**src/rtl/flash_read_arbiter_if.sv**
```systemverilog
// Request/response bundle for the two flash readers plus the SPI pins of flash_read_arbiter.
// The arbiter takes the slave modport; requesters and the flash model sit on the master side.
interface flash_read_arbiter_if;
    logic        a_valid;
    logic [23:0] a_address;
    logic        a_ready;
    logic [7:0]  a_data;
    logic        b_valid;
    logic [23:0] b_address;
    logic        b_ready;
    logic [7:0]  b_data;
    logic        spi_cs_n;
    logic        spi_sck;
    logic        spi_mosi;
    logic        spi_miso;
    logic        busy;

    modport slave (
        input  a_valid, a_address, b_valid, b_address, spi_miso,
        output a_ready, a_data, b_ready, b_data, spi_cs_n, spi_sck, spi_mosi, busy
    );

    modport master (
        output a_valid, a_address, b_valid, b_address, spi_miso,
        input  a_ready, a_data, b_ready, b_data, spi_cs_n, spi_sck, spi_mosi, busy
    );
endinterface

```
**src/rtl/flash_read_arbiter.sv**
```systemverilog
// Round-robin arbiter sharing one SPI NOR flash between two byte readers.
// Each grant runs a single READ transaction: 8-bit command, 24-bit address, 8-bit data.
module flash_read_arbiter #(
    parameter int unsigned CLK_DIV  = 2,
    parameter int unsigned CS_GAP   = 4,
    parameter logic [7:0]  CMD_READ = 8'h03
) (
    input logic                  clk,
    input logic                  rst,
    flash_read_arbiter_if.slave  bus
);

    localparam int unsigned DivW = (CLK_DIV > 1) ? $clog2(CLK_DIV) : 1;
    localparam int unsigned GapW = (CS_GAP > 1) ? $clog2(CS_GAP) : 1;
    localparam logic [DivW-1:0] DivLast   = DivW'(CLK_DIV - 1);
    localparam logic [GapW-1:0] GapLast   = GapW'(CS_GAP - 1);
    localparam logic [5:0]      FirstData = 6'd32;
    localparam logic [5:0]      LastBit   = 6'd39;

    typedef enum logic [1:0] {StIdle, StShift, StDone, StGap} state_e;

    state_e          state_q, state_d;
    logic [31:0]     shreg_q, shreg_d;
    logic [7:0]      rx_q, rx_d;
    logic [5:0]      bit_q, bit_d;
    logic [DivW-1:0] div_q, div_d;
    logic [GapW-1:0] gap_q, gap_d;
    logic            grant_b_q, grant_b_d;
    logic            last_b_q, last_b_d;
    logic            sck_q, sck_d, cs_n_q, cs_n_d, mosi_q, mosi_d, busy_q, busy_d;
    logic            a_ready_q, a_ready_d, b_ready_q, b_ready_d;
    logic [7:0]      a_data_q, a_data_d, b_data_q, b_data_d;

    logic        pick_b;
    logic [23:0] grant_addr;

    // With both requesting, B wins only if A was served last.
    assign pick_b     = bus.b_valid && (!bus.a_valid || !last_b_q);
    assign grant_addr = pick_b ? bus.b_address : bus.a_address;

    always_comb begin
        state_d   = state_q;
        shreg_d   = shreg_q;
        rx_d      = rx_q;
        bit_d     = bit_q;
        div_d     = div_q;
        gap_d     = gap_q;
        grant_b_d = grant_b_q;
        last_b_d  = last_b_q;
        sck_d     = sck_q;
        cs_n_d    = cs_n_q;
        mosi_d    = mosi_q;
        busy_d    = busy_q;
        a_ready_d = 1'b0;
        b_ready_d = 1'b0;
        a_data_d  = a_data_q;
        b_data_d  = b_data_q;

        unique case (state_q)
            StIdle: begin
                if (bus.a_valid || bus.b_valid) begin
                    grant_b_d = pick_b;
                    last_b_d  = pick_b;
                    // MSB of the command goes straight to MOSI; zeros refill the tail so
                    // the 8 data-phase bits drive MOSI low without extra logic.
                    mosi_d    = CMD_READ[7];
                    shreg_d   = {CMD_READ[6:0], grant_addr, 1'b0};
                    rx_d      = 8'h00;
                    bit_d     = 6'd0;
                    div_d     = '0;
                    sck_d     = 1'b0;
                    cs_n_d    = 1'b0;
                    busy_d    = 1'b1;
                    state_d   = StShift;
                end
            end
            StShift: begin
                if (div_q == DivLast) begin
                    div_d = '0;
                    if (!sck_q) begin
                        sck_d = 1'b1;
                        if (bit_q >= FirstData) rx_d = {rx_q[6:0], bus.spi_miso};
                    end else if (bit_q == LastBit) begin
                        sck_d   = 1'b0;
                        cs_n_d  = 1'b1;
                        mosi_d  = 1'b0;
                        state_d = StDone;
                        if (grant_b_q) begin
                            b_ready_d = 1'b1;
                            b_data_d  = rx_q;
                        end else begin
                            a_ready_d = 1'b1;
                            a_data_d  = rx_q;
                        end
                    end else begin
                        sck_d   = 1'b0;
                        bit_d   = bit_q + 6'd1;
                        mosi_d  = shreg_q[31];
                        shreg_d = {shreg_q[30:0], 1'b0};
                    end
                end else begin
                    div_d = div_q + 1'b1;
                end
            end
            StDone: begin
                gap_d   = '0;
                state_d = StGap;
            end
            StGap: begin
                if (gap_q == GapLast) begin
                    busy_d  = 1'b0;
                    state_d = StIdle;
                end else begin
                    gap_d = gap_q + 1'b1;
                end
            end
            default: state_d = StIdle;
        endcase
    end

    always_ff @(posedge clk or posedge rst) begin
        if (rst) begin
            state_q   <= StIdle;
            shreg_q   <= '0;
            rx_q      <= '0;
            bit_q     <= '0;
            div_q     <= '0;
            gap_q     <= '0;
            grant_b_q <= 1'b0;
            last_b_q  <= 1'b1;
            sck_q     <= 1'b0;
            cs_n_q    <= 1'b1;
            mosi_q    <= 1'b0;
            busy_q    <= 1'b0;
            a_ready_q <= 1'b0;
            b_ready_q <= 1'b0;
            a_data_q  <= '0;
            b_data_q  <= '0;
        end else begin
            state_q   <= state_d;
            shreg_q   <= shreg_d;
            rx_q      <= rx_d;
            bit_q     <= bit_d;
            div_q     <= div_d;
            gap_q     <= gap_d;
            grant_b_q <= grant_b_d;
            last_b_q  <= last_b_d;
            sck_q     <= sck_d;
            cs_n_q    <= cs_n_d;
            mosi_q    <= mosi_d;
            busy_q    <= busy_d;
            a_ready_q <= a_ready_d;
            b_ready_q <= b_ready_d;
            a_data_q  <= a_data_d;
            b_data_q  <= b_data_d;
        end
    end

    assign bus.spi_cs_n = cs_n_q;
    assign bus.spi_sck  = sck_q;
    assign bus.spi_mosi = mosi_q;
    assign bus.busy     = busy_q;
    assign bus.a_ready  = a_ready_q;
    assign bus.a_data   = a_data_q;
    assign bus.b_ready  = b_ready_q;
    assign bus.b_data   = b_data_q;

endmodule

```
**src/flat_wrapper.sv**
```systemverilog
// flat-port wrapper written by rule: the top's interface ports become plain ports
module flash_read_arbiter_flat 
#(
    parameter int unsigned CLK_DIV  = 2,
    parameter int unsigned CS_GAP   = 4,
    parameter logic [7:0]  CMD_READ = 8'h03
)
  (clk, rst, bus_a_valid, bus_a_address, bus_b_valid, bus_b_address, bus_spi_miso, bus_a_ready, bus_a_data, bus_b_ready, bus_b_data, bus_spi_cs_n, bus_spi_sck, bus_spi_mosi, bus_busy);
  flash_read_arbiter_if bus_i ();
  input logic clk;
  input logic rst;
  input wire logic [$bits(bus_i.a_valid)-1:0] bus_a_valid;
  input wire logic [$bits(bus_i.a_address)-1:0] bus_a_address;
  input wire logic [$bits(bus_i.b_valid)-1:0] bus_b_valid;
  input wire logic [$bits(bus_i.b_address)-1:0] bus_b_address;
  input wire logic [$bits(bus_i.spi_miso)-1:0] bus_spi_miso;
  output wire logic [$bits(bus_i.a_ready)-1:0] bus_a_ready;
  output wire logic [$bits(bus_i.a_data)-1:0] bus_a_data;
  output wire logic [$bits(bus_i.b_ready)-1:0] bus_b_ready;
  output wire logic [$bits(bus_i.b_data)-1:0] bus_b_data;
  output wire logic [$bits(bus_i.spi_cs_n)-1:0] bus_spi_cs_n;
  output wire logic [$bits(bus_i.spi_sck)-1:0] bus_spi_sck;
  output wire logic [$bits(bus_i.spi_mosi)-1:0] bus_spi_mosi;
  output wire logic [$bits(bus_i.busy)-1:0] bus_busy;
  assign bus_i.a_valid = bus_a_valid;
  assign bus_i.a_address = bus_a_address;
  assign bus_i.b_valid = bus_b_valid;
  assign bus_i.b_address = bus_b_address;
  assign bus_i.spi_miso = bus_spi_miso;
  assign bus_a_ready = bus_i.a_ready;
  assign bus_a_data = bus_i.a_data;
  assign bus_b_ready = bus_i.b_ready;
  assign bus_b_data = bus_i.b_data;
  assign bus_spi_cs_n = bus_i.spi_cs_n;
  assign bus_spi_sck = bus_i.spi_sck;
  assign bus_spi_mosi = bus_i.spi_mosi;
  assign bus_busy = bus_i.busy;
  flash_read_arbiter #(.CLK_DIV(CLK_DIV), .CS_GAP(CS_GAP), .CMD_READ(CMD_READ)) u_core (.clk(clk), .rst(rst), .bus(bus_i));
endmodule
```
**config.mk**
```make
export PLATFORM = sky130hd
export DESIGN_NAME = flash_read_arbiter_flat
export DESIGN_NICKNAME = d
export VERILOG_FILES = /design/src/rtl/flash_read_arbiter_if.sv /design/src/rtl/flash_read_arbiter.sv /design/src/flat_wrapper.sv
export SDC_FILE = /design/constraint.sdc
export NUM_CORES = 1
export LEC_CHECK = 0
export ABC_AREA = 0
export CAP_MARGIN = 25
export CORE_MARGIN = 3
export CORE_UTILIZATION = 35
export CTS_BUF_LIST = sky130_fd_sc_hd__clkbuf_8
export DETAILED_ROUTE_END_ITERATION = 7
export GPL_TIMING_DRIVEN = 0
export PLACE_DENSITY_LB_ADDON = 0.2
export SETUP_SLACK_MARGIN = 0.3
export SLEW_MARGIN = 25
export SYNTH_ARGS = -nofsm -noshare
export SYNTH_HDL_FRONTEND = slang
export SYNTH_SLANG_ARGS = --single-unit
```
**constraint.sdc**
```tcl
create_clock -name clk -period 5.2 [get_ports clk]
set_input_delay 1.04 -clock clk [delete_from_list [all_inputs] [get_ports clk]]
set_output_delay 1.04 -clock clk [all_outputs]
set_load 0.005 [all_outputs]
```
==> summary.txt <==
STA
  • Number of hold-slack violations in the final timing report: 0
  • Max Clock Skew: 0.0121 ns
  • Final Setup Violations: 0
  • Number of slew-limit violations in the final report: 0
  • Share of the cycle needed by the critical path after routing: 55.5%
  • Normalized max-slew margin: 51.2%
  • Highest achievable clock rate: 0.347 GHz
  • Clock period minus worst slack: 2.89 ns
  • Unrepaired setup endpoints after global routing: false
  • Transition time of the tightest slew-check pin: 0.729 ns
  • Final sum of negative setup slack: 0 ns

Floorplanning
  • Die Y: 106 µm
  • Number of core rows: 35
  • Placeable Area: 0.00950 mm²
  • Width of the die: 106 µm
  • I/O pin count: 75
  • Effective utilization at floorplan: 37.0%
  • Area of the die: 0.0113 mm²

Global routing
  • Initial antenna violation count: 0
  • First-pass GRT wire length: 13.6 mm
  • Vias in the first global route: 2770
  • Combined global-route utilization of all metal layers: 15.0%
  • Leftover overflow at the end of global routing: 0
  • Largest net degree at the start of global routing: 41

Layout
  • Register area: 0.00185 mm²
  • Final Core Density: 48.9%
  • Number of nets in the layout: 474
  • Filler cell count: 905
  • Number of diodes: 0
  • Share of layout cells above drive strength 1: 16.9%
  • Area growth syn-to-layout: 32.3%
  • Area used by multi-input combinational logic: 0.00153 mm²
  • Most frequent cells in the layout: 74 x sky130_fd_sc_hd__clkdlybuf4s50_1, 72 x sky130_fd_sc_hd__dfrtp_1, 66 x sky130_fd_sc_hd__nand2_1
  • Most common library cell in the layout ignoring fill and taps: sky130_fd_sc_hd__clkdlybuf4s50_1

CTS
  • Number of sinks driven by the clock tree: 74
  • CTS Root Buffer Type: sky130_fd_sc_hd__clkbuf_8
  • Buffer count from post-CTS setup fixing: 0
  • Hold-fix buffers, CTS: 0
  • Level count of the clock H-tree: 3
  • Post-cts sizing count: 0
  • Register clock-pin slew on the reported worst setup and hold paths: 0.08 ns
  • CTS tree: built
  • Maximum buffer depth of the clock tree: 2
  • Cts bufs inserted: 9
  • Source-to-sink clock delay at the later pin of the worst-skew pair: 0.36 ns

Yosys
  • Sequential element share of the synthesized area: 52.8%
  • Cell area after technology mapping: 0.00351 mm²
  • Fraction of synthesis flops using an asynchronous set or reset pin: 100%
  • Number of enable-type register cells in the synthesized netlist: 0
  • Synthesized net count: 388
  • Portion of synthesized cell area occupied by the leading cell type: 51.3%
  • Number of different library cells in the post-synthesis netlist: 45
  • Synthesized instance count: 328
  • Most frequently used flop master after synthesis: sky130_fd_sc_hd__dfrtp_1
  • Ranking of synthesized cells by area: sky130_fd_sc_hd__dfrtp_1 51%, sky130_fd_sc_hd__nand2_1 7.0%, sky130_fd_sc_hd__o221a_2 6.1%, sky130_fd_sc_hd__mux2_4 3.4%, sky130_fd_sc_hd__nand3_1 3.3%
  • Synthesis-stage register bit count: 74
  • Synth Area per Inst: 10.7 µm²
  • Largest area contributor in the synthesized netlist: sky130_fd_sc_hd__dfrtp_1
  • Yosys Warn Count: 0

Pwr
  • Standby leakage power: 2.07 nW
  • Total power of the final layout: 1.13 mW
  • Max VDD drop: 0.112 mV
  • Total power density per cell area: 242 mW/mm²

Setup path
  • CP Data Required Time: 5.44 ns
  • Critical path class: in -> reg
  • Startpoint class of the critical path: primary input
  • FF-to-FF path depth: 8
  • Worst endpoint data arrival time: 3.13 ns
  • Critical path endpoint category: register
  • Largest driver fanout on the critical path: 10

Detailed routing
  • Wire per inst: 14.7 µm
  • Average vias per placed instance: 5.07
  • Final ANT Viol Nets: 0
  • Drt initial violations: 101
  • Total Routed Length: 8.04 mm
  • Vias after detailed routing: 2779
  • Number of remaining DRC errors: 0
  • Router iterations before antenna repair: 4

Placed design
  • Routability-driven placement congestion ratio: 0.742
  • I/O Buffers: 74
  • Sum of net half-perimeters after detailed placement: 5.90 mm

Hold path
  • Tightest Hold Check Type: reg -> reg
  • Hold depth: 1

Status
  • Outcome: complete, no violations

Job
  • Max-cap violations: 0
area by class of cell:
cell class              count  area share [%]
clock inverters             7            1.88
plain buffers              18            1.94
repair buffers             75            16.4
multi-input cells         224            32.8
inverters                  12            1.02
flip-flops and latches     74            39.9
well taps                 129            3.47
clock buffers               9            2.66
kinds of logic after synthesis:
logic type | synth area share, %
AND/OR/NAND/NOR | 15.3
buffers and inverters | 3.84
AO/OA/AOI/OAI | 18.4
multiplexers | 7.19
adder cells (fa/ha/maj) | 2.49
flip-flops | 52.8
cell usage after synthesis, types with 2 or more instances:
| library cell | n |
|---|---|
| sky130_fd_sc_hd__o31ai_1 | 3 |
| sky130_fd_sc_hd__nand3_1 | 23 |
| sky130_fd_sc_hd__o22a_1 | 3 |
| sky130_fd_sc_hd__o2bb2ai_1 | 4 |
| sky130_fd_sc_hd__buf_4 | 3 |
| sky130_fd_sc_hd__or3_1 | 2 |
| sky130_fd_sc_hd__o311ai_0 | 2 |
| sky130_fd_sc_hd__o221a_2 | 19 |
| sky130_fd_sc_hd__nor2_1 | 10 |
| sky130_fd_sc_hd__a22o_1 | 7 |
| sky130_fd_sc_hd__a31oi_1 | 2 |
| sky130_fd_sc_hd__nor3_1 | 3 |
| sky130_fd_sc_hd__nand2b_1 | 3 |
| sky130_fd_sc_hd__a32oi_1 | 2 |
| sky130_fd_sc_hd__a21oi_1 | 12 |
| sky130_fd_sc_hd__inv_1 | 12 |
| sky130_fd_sc_hd__dfstp_2 | 2 |
| sky130_fd_sc_hd__ha_1 | 7 |
| sky130_fd_sc_hd__buf_2 | 3 |
| sky130_fd_sc_hd__a2bb2oi_1 | 3 |
| sky130_fd_sc_hd__mux2_4 | 8 |
| sky130_fd_sc_hd__clkbuf_1 | 11 |
| sky130_fd_sc_hd__o21ai_0 | 16 |
| sky130_fd_sc_hd__dfrtp_1 | 72 |
| sky130_fd_sc_hd__nand2_1 | 66 |
| sky130_fd_sc_hd__mux2_2 | 10 |
| sky130_fd_sc_hd__mux2i_1 | 2 |
report_power, final:
group / total [mW] / internal (mW) / switching [mW]
Clock: 0.467 / 0.231 / 0.236
Combinational: 0.0747 / 0.0435 / 0.0312
Sequential: 0.583 / 0.579 / 0.00418
Total: 1.13 / 0.854 / 0.271
registers in the layout, indices dropped and copies added, names as in the netlist, 2 cells and up:
signal,cells
u_core.bit_q,6
u_core.gap_q,2
u_core.state_q,2
u_core.shreg_q,31
u_core.bus.a_data,8
u_core.bus.b_data,8
u_core.rx_q,8
final timing paths:
path | end | slack, ns | startpoint
setup / recovery | u_core.shreg_q[27] | 2.31 | bus_b_valid
hold / removal | u_core.gap_q[0] | 0.48 | u_core.gap_q[0]
setup reg to reg | u_core.shreg_q[27] | 2.71 | u_core.state_q[1]
hold reg to reg | u_core.gap_q[0] | 0.48 | u_core.gap_q[0]
max in group asynchronous | u_core.last_b_q | 3.50 | rst
min in group asynchronous | u_core.bus.a_data[0] | 1.06 | rst
metrics by stage:
stage / std cells / hold slack [ns] / worst slack, ns / cell area [µm²]
5_1_grt: 548 / 0.518 / 2.15 / 4650
6_report: 548 / 0.484 / 2.31 / 4650
3_3_place_gp: 531 / 0.463 / 1.00 / 4420
4_1_cts: 548 / 0.491 / 2.37 / 4650
2_1_floorplan: 328 / 0.446 / 2.28 / 3510
3_5_place_dp: 532 / 0.476 / 1.99 / 4440
metal layers:
| metal | share of wire [%] | routed length, µm | track usage [%] |
|---|---|---|---|
| met1 | 47 | 3800 | 20.5 |
| met4 | 0.94 | 76 | 3.79 |
| met5 | 0 | 0 | 0 |
| met2 | 46 | 3690 | 23.0 |
| met3 | 5.9 | 473 | 5.16 |
critical path: stages:
cell                              delay (ns)
sky130_fd_sc_hd__clkdlybuf4s50_1        0.61
sky130_fd_sc_hd__nor3b_1                0.10
sky130_fd_sc_hd__buf_2                  0.19
sky130_fd_sc_hd__a211oi_2               0.51
sky130_fd_sc_hd__nand2_1                0.35
sky130_fd_sc_hd__a22o_1                 0.32
No activity file was read; power rests on OpenSTA's default activity.
==> RTL change 1 (same settings) <==
`CLK_DIV` is set to 2 in 2 places; all go to 1.
--- a/src/rtl/flash_read_arbiter.sv
+++ b/src/rtl/flash_read_arbiter.sv
@@ -2,5 +2,5 @@
 // Each grant runs a single READ transaction: 8-bit command, 24-bit address, 8-bit data.
 module flash_read_arbiter #(
-    parameter int unsigned CLK_DIV  = 2,
+    parameter int unsigned CLK_DIV  = 1,
     parameter int unsigned CS_GAP   = 4,
     parameter logic [7:0]  CMD_READ = 8'h03
--- a/src/flat_wrapper.sv
+++ b/src/flat_wrapper.sv
@@ -2,5 +2,5 @@
 module flash_read_arbiter_flat 
 #(
-    parameter int unsigned CLK_DIV  = 2,
+    parameter int unsigned CLK_DIV  = 1,
     parameter int unsigned CS_GAP   = 4,
     parameter logic [7:0]  CMD_READ = 8'h03
Check against the original RTL: not equivalent (a bounded check fails within 4 cycles, from zero or initial values and one cycle with rst high).
==> RTL change 1 against the unedited design <==
  * Combinational power is 6.2% lower
  * Final area decreased by 1.6%
  * Final cell count fell by 1.3%
  * Area after synthesis fell by 1.6%
  * Wire length decreased by 6.9%
  * Fmax up 9.7%
  * Sequential share of layout area up 0.11 points
  * First-iteration DRC count up 5.0%
  * Sequential power fell by 2%
  * Setup slack improved by 260 ps
  * Total power is 5.9% lower
  * Sequential cell count shrank 1
  * Count of clock-buffer cells in the layout stayed put
  * Non-clock buffer count is 1 lower
  * Highest routed layer unchanged
==> RTL change 1: results (changes against the unedited design) <==
| Metric | Value |
|---|---|
| Status | `finished clean` |
| Pin count of the biggest net entering global routing | `49 (+20%)` |
| First-pass GRT wire length | `12,800 um (-5.9%)` |
| CP arrival | `2870 ps (-260 ps)` |
| Worst setup path start | `bus_a_valid` |
| Layout Cells excl Fill | `541 (-1.3%)` |
| Layout cell share with drive strength beyond 1 | `18.7% (+1.7 points)` |
| Max Clock Skew | `11.6 ps (-0.507 ps)` |
| Reg2reg path depth | `5 (-3)` |
| Post-Synthesis Net Count | `381 (-1.8%)` |
| Top post-synthesis cells by area | `dfrtp_1, nand2_1, o221a_2` |
| Sw Ratio | `25.4% (+1.3 points)` |
| Starting DRT DRC Count | `106 (+5.0%)` |
| Overall Power | `1.06 mW (-5.9%)` |
| Placed Cells | `525 (-1.3%)` |
| Netlist cell types | `48 (+6.7%)` |
| DR WL met2 | `3400 um (-7.9%)` |
| Routed len/inst | `13.8 um (-5.7%)` |
| FF-to-FF Start | `u_core.bit_q[1]` |
| Mean post-synth cell area | `10.8 um2 (+0.58%)` |
| Vias per cell | `5.00 (-1.4%)` |
| Max stage delay on crit path | `510 ps (-100 ps)` |
| RD Place Congestion | `0.793 (+6.8%)` |
| Maximum VDD drop | `0.103 mV (-7.7%)` |
| Commonest cells in the netlist | `dfrtp_1, nand2_1, nand3_1, o221a_2, mux2_2` |
| Worst Tran Pin Value | `498 ps (-231 ps)` |
| Worst hold margin | `491 ps (+6.56 ps)` |
| R2r endpoint | `u_core.bus.b_data[4]` |
| Clock net power | `0.420 mW (-10%)` |
| Cell Area, Placed | `4390 um2 (-1.1%)` |
| Vias in the first global route | `2,692 (-2.8%)` |
| Post-Place Worst Slack | `2180 ps (+193 ps)` |
| Seq/Total Area, Yosys | `52.9% (+0.12 points)` |
| R2R Setup Slk | `3030 ps (+320 ps)` |
| Fmax achieved | `380 MHz (+9.7%)` |
[RTL change 1: cell count changes after synthesis, sizes merged, moves of 2 or more]
| cell | change |
|---|---|
| inv | -4 |
| a22o | +4 |
| o31ai | -3 |
| nand3 | +4 |
| buf | +4 |
| nor3 | -2 |
| nor2 | -4 |
| nand2 | +4 |
| clkbuf | -5 |
| o311ai | -2 |
| or3 | -3 |
[RTL change 1: routing by layer]
| metal | track usage [%] | up-vias |
|---|---|---|
| li1 | - | 1342 |
| met2 | 22.2 | 73 |
| met5 | 0 | - |
| met3 | 3.92 | 11 |
| met1 | 18.7 | 1280 |
| met4 | 5.90 | 0 |
[RTL change 1: cell families (layout without fill, tap and decap cells)]
family,Yosys count,count (layout),synth area share [%]
buffers and inverters,25,116,3.65
muxes,20,20,6.44
DFF,73,73,52.9
AOI/OAI and AO/OA,78,78,18.5
and+or+nand+nor,118,118,16.0
adders and majority gates,7,7,2.53
[RTL change 1: critical path: cells and delay by family]
family | cells | cell delay, ps
buffers and inverters | 3 | 880
AND/OR/NAND/NOR | 1 | 380
AO/OA/AOI/OAI | 3 | 560
[RTL change 1: layout make-up]
| class | count | area (um2) |
|---|---|---|
| fillers | 907 | 4840 |
| flip-flops and latches | 73 | 1830 |
| multi-input cells | 223 | 1500 |
| repair buffers | 75 | 768 |
| well taps | 129 | 161 |
| clock buffers | 9 | 124 |
| plain buffers | 17 | 96.3 |
| clock inverters | 7 | 60.1 |
| inverters | 8 | 32.5 |
==> RTL change 2 (config.mk and constraints unchanged) <==
Made on the original files. Encoding of `state_e`: now one-hot (4 bits for 4 states).
--- a/src/rtl/flash_read_arbiter.sv
+++ b/src/rtl/flash_read_arbiter.sv
@@ -18,5 +18,5 @@
     localparam logic [5:0]      LastBit   = 6'd39;
 
-    typedef enum logic [1:0] {StIdle, StShift, StDone, StGap} state_e;
+    typedef enum logic [3:0] {StIdle = 4'b0001, StShift = 4'b0010, StDone = 4'b0100, StGap = 4'b1000} state_e;
 
     state_e          state_q, state_d;
Check against the original RTL: same outputs for any inputs over 10 cycles, from zero or initial values and one cycle with rst high; not proved beyond that.
==> RTL change 2 against the unedited design <==
  * First-iteration DRC count is 2.0% higher
  * Non-clock buffer count is 3 higher
  * Critical path depth stayed put
  * Setup slack better by 170 ps
  * Synthesized cell count is 7.0% higher
  * Wire length is 2.6% higher
  * Final area is 4.2% higher
  * Count of clock-buffer cells in the layout stayed put
  * Area after synthesis is 5.9% higher
  * Sequential cell count is 2 higher
  * Via count is 3.2% higher
  * Critical path type unchanged
  * Critical endpoint is now u_core.shreg_q[19]
Power is not compared: it rests on default switching activity, and its combinational part moved more than twofold at a synthesized area within 25%.
==> RTL change 2: results (changes against the unedited design) <==
| Metric | Value |
|---|---|
| Initial antenna violation count | `0 (unchanged)` |
| Metal-1 WL | `3890 um (+2.4%)` |
| Status | `finished clean` |
| DR WL met2 | `3810 um (+3.3%)` |
| Netlist cell types | `47 (+4.4%)` |
| Seq/Total Area, Yosys | `51.2% (-1.6 points)` |
| Ys Warns | `0 (unchanged)` |
| Hold Crit Class | `reg2reg` |
| Worst hold margin | `487 ps (+3.13 ps)` |
| Top_reg_cell synth | `dfrtp_1` |
| Met3 WL | `481 um (+1.7%)` |
| GRT Util Overall | `14.9% (-0.18 points)` |
| Clock Latency Late Sink | `between 300 and 400 ps` |
| Post-Place Worst Slack | `2090 ps (+102 ps)` |
| Starting DRT DRC Count | `103 (+2.0%)` |
| Vias per cell | `4.96 (-2.2%)` |
| Biggest register | `u_core.shreg_q` |
| R2R Setup Slk | `2880 ps (+170 ps)` |
| Post-CTS sizing | `0 (unchanged)` |
| Max Clock Skew | `10.4 ps (-1.71 ps)` |
| Cell Area, Placed | `4660 um2 (+5.1%)` |
| DR top layer | `met4` |
| Commonest cells in the netlist | `dfrtp_1, a21oi_1, nand2_1, nor2_1, o21ai_0` |
| Clock transition at the registers of the reported paths | `90 ps` |
| Routed len/inst | `14.3 um (-2.7%)` |
| Layout cell share with drive strength beyond 1 | `19.0% (+2.1 points)` |
| Max clock buf depth | `2 (unchanged)` |
| Post-CTS Repair Setup Buffers | `0 (unchanged)` |
| Drt pass-1 iters | `4 (unchanged)` |
| H-tree depth | `3 (unchanged)` |
| First-pass GRT wire length | `14,000 um (+2.6%)` |
| Top post-synthesis cells by area | `dfrtp_1, mux2_2, a21oi_1` |
| Nets | `493 (+4.0%)` |
| Pin count of the biggest net entering global routing | `44 (+7.3%)` |
| CP arrival | `3010 ps (-120 ps)` |
| Post-Synthesis Net Count | `407 (+4.9%)` |
| Leak | `between 2 and 2.5 nW` |
| HPWL Detailed | `5930 um (+0.50%)` |
| Max_slew headroom | `57.0% (+5.9 points)` |
| Fillers | `956 (+5.6%)` |
| Setup_tns | `0 ps (unchanged)` |
| Final worst setup slack | `2480 ps (+165 ps)` |
| Largest register FFs | `31 (unchanged)` |
| RD Place Congestion | `0.791 (+6.6%)` |
| Vias in the first global route | `2,926 (+5.6%)` |
| Layout area overhead | `30.1%` |
| P_int | `approximately 1.4 mW` |
| TritonCTS buffer count | `9 (unchanged)` |
-- RTL change 2: cells by family after synthesis --
| logic type | count (synthesis) | synth area share, % |
|---|---|---|
| compound gates | 105 | 17.1 |
| flops | 76 | 51.2 |
| buf+inv | 29 | 3.73 |
| fa+ha+maj | 3 | 1.01 |
| simple gates | 95 | 12.5 |
| mux | 42 | 14.3 |
| xor+xnor | 1 | 0.235 |
-- RTL change 2: per-stage QoR --
stage	power, mW	instances
2_1_floorplan	1.62	351
3_3_place_gp	1.84	561
3_5_place_dp	1.86	562
4_1_cts	2.29	578
5_1_grt	2.43	578
6_report	2.26	578
-- RTL change 2: power groups by stage --
stage | Sequential [mW] | Clock, mW | Combinational [mW]
finish | 0.859 | 0.419 | 0.987
global route | 0.882 | 0.454 | 1.10
CTS | 0.859 | 0.431 | 0.998
detailed placement | 0.866 | 0 | 0.996
global placement | 0.867 | 0 | 0.974
floorplan | 0.839 | 0 | 0.783
-- RTL change 2: layer usage --
metal / vias up / track usage [%]
met4: 0 / 2.98
met1: 1376 / 19.6
met2: 70 / 23.9
met5: - / 0
li1: 1415 / -
met3: 7 / 4.91
-- RTL change 2: critical path: stages --
cell,delay [ps]
clkdlybuf4s50_1,590
a21boi_1,460
clkbuf_1,410
a21oi_1,130
a21oi_1,200
mux2_4,160
-- RTL change 2: worst paths after layout --
check	from	endpoint	depth (start not counted)
min	u_core.gap_q[0]	u_core.gap_q[0]	1
max in group asynchronous	rst	u_core.last_b_q	3
max reg2reg	u_core.state_q[2]	u_core.shreg_q[2]	6
max	bus_b_valid	u_core.shreg_q[19]	6
min in group asynchronous	rst	u_core.bus.a_data[1]	2
min reg2reg	u_core.gap_q[0]	u_core.gap_q[0]	1
-- RTL change 2: cell type report --
| type | count | area share [%] |
|---|---|---|
| sequential | 76 | 39.3 |
| multi-input combinational | 246 | 34.7 |
| timing repair buffer | 75 | 15.9 |
| tap | 136 | 3.51 |
| clock buffer | 9 | 2.56 |
| buffer | 21 | 2.25 |
| clock inverter | 7 | 1.16 |
| inverter | 8 | 0.671 |
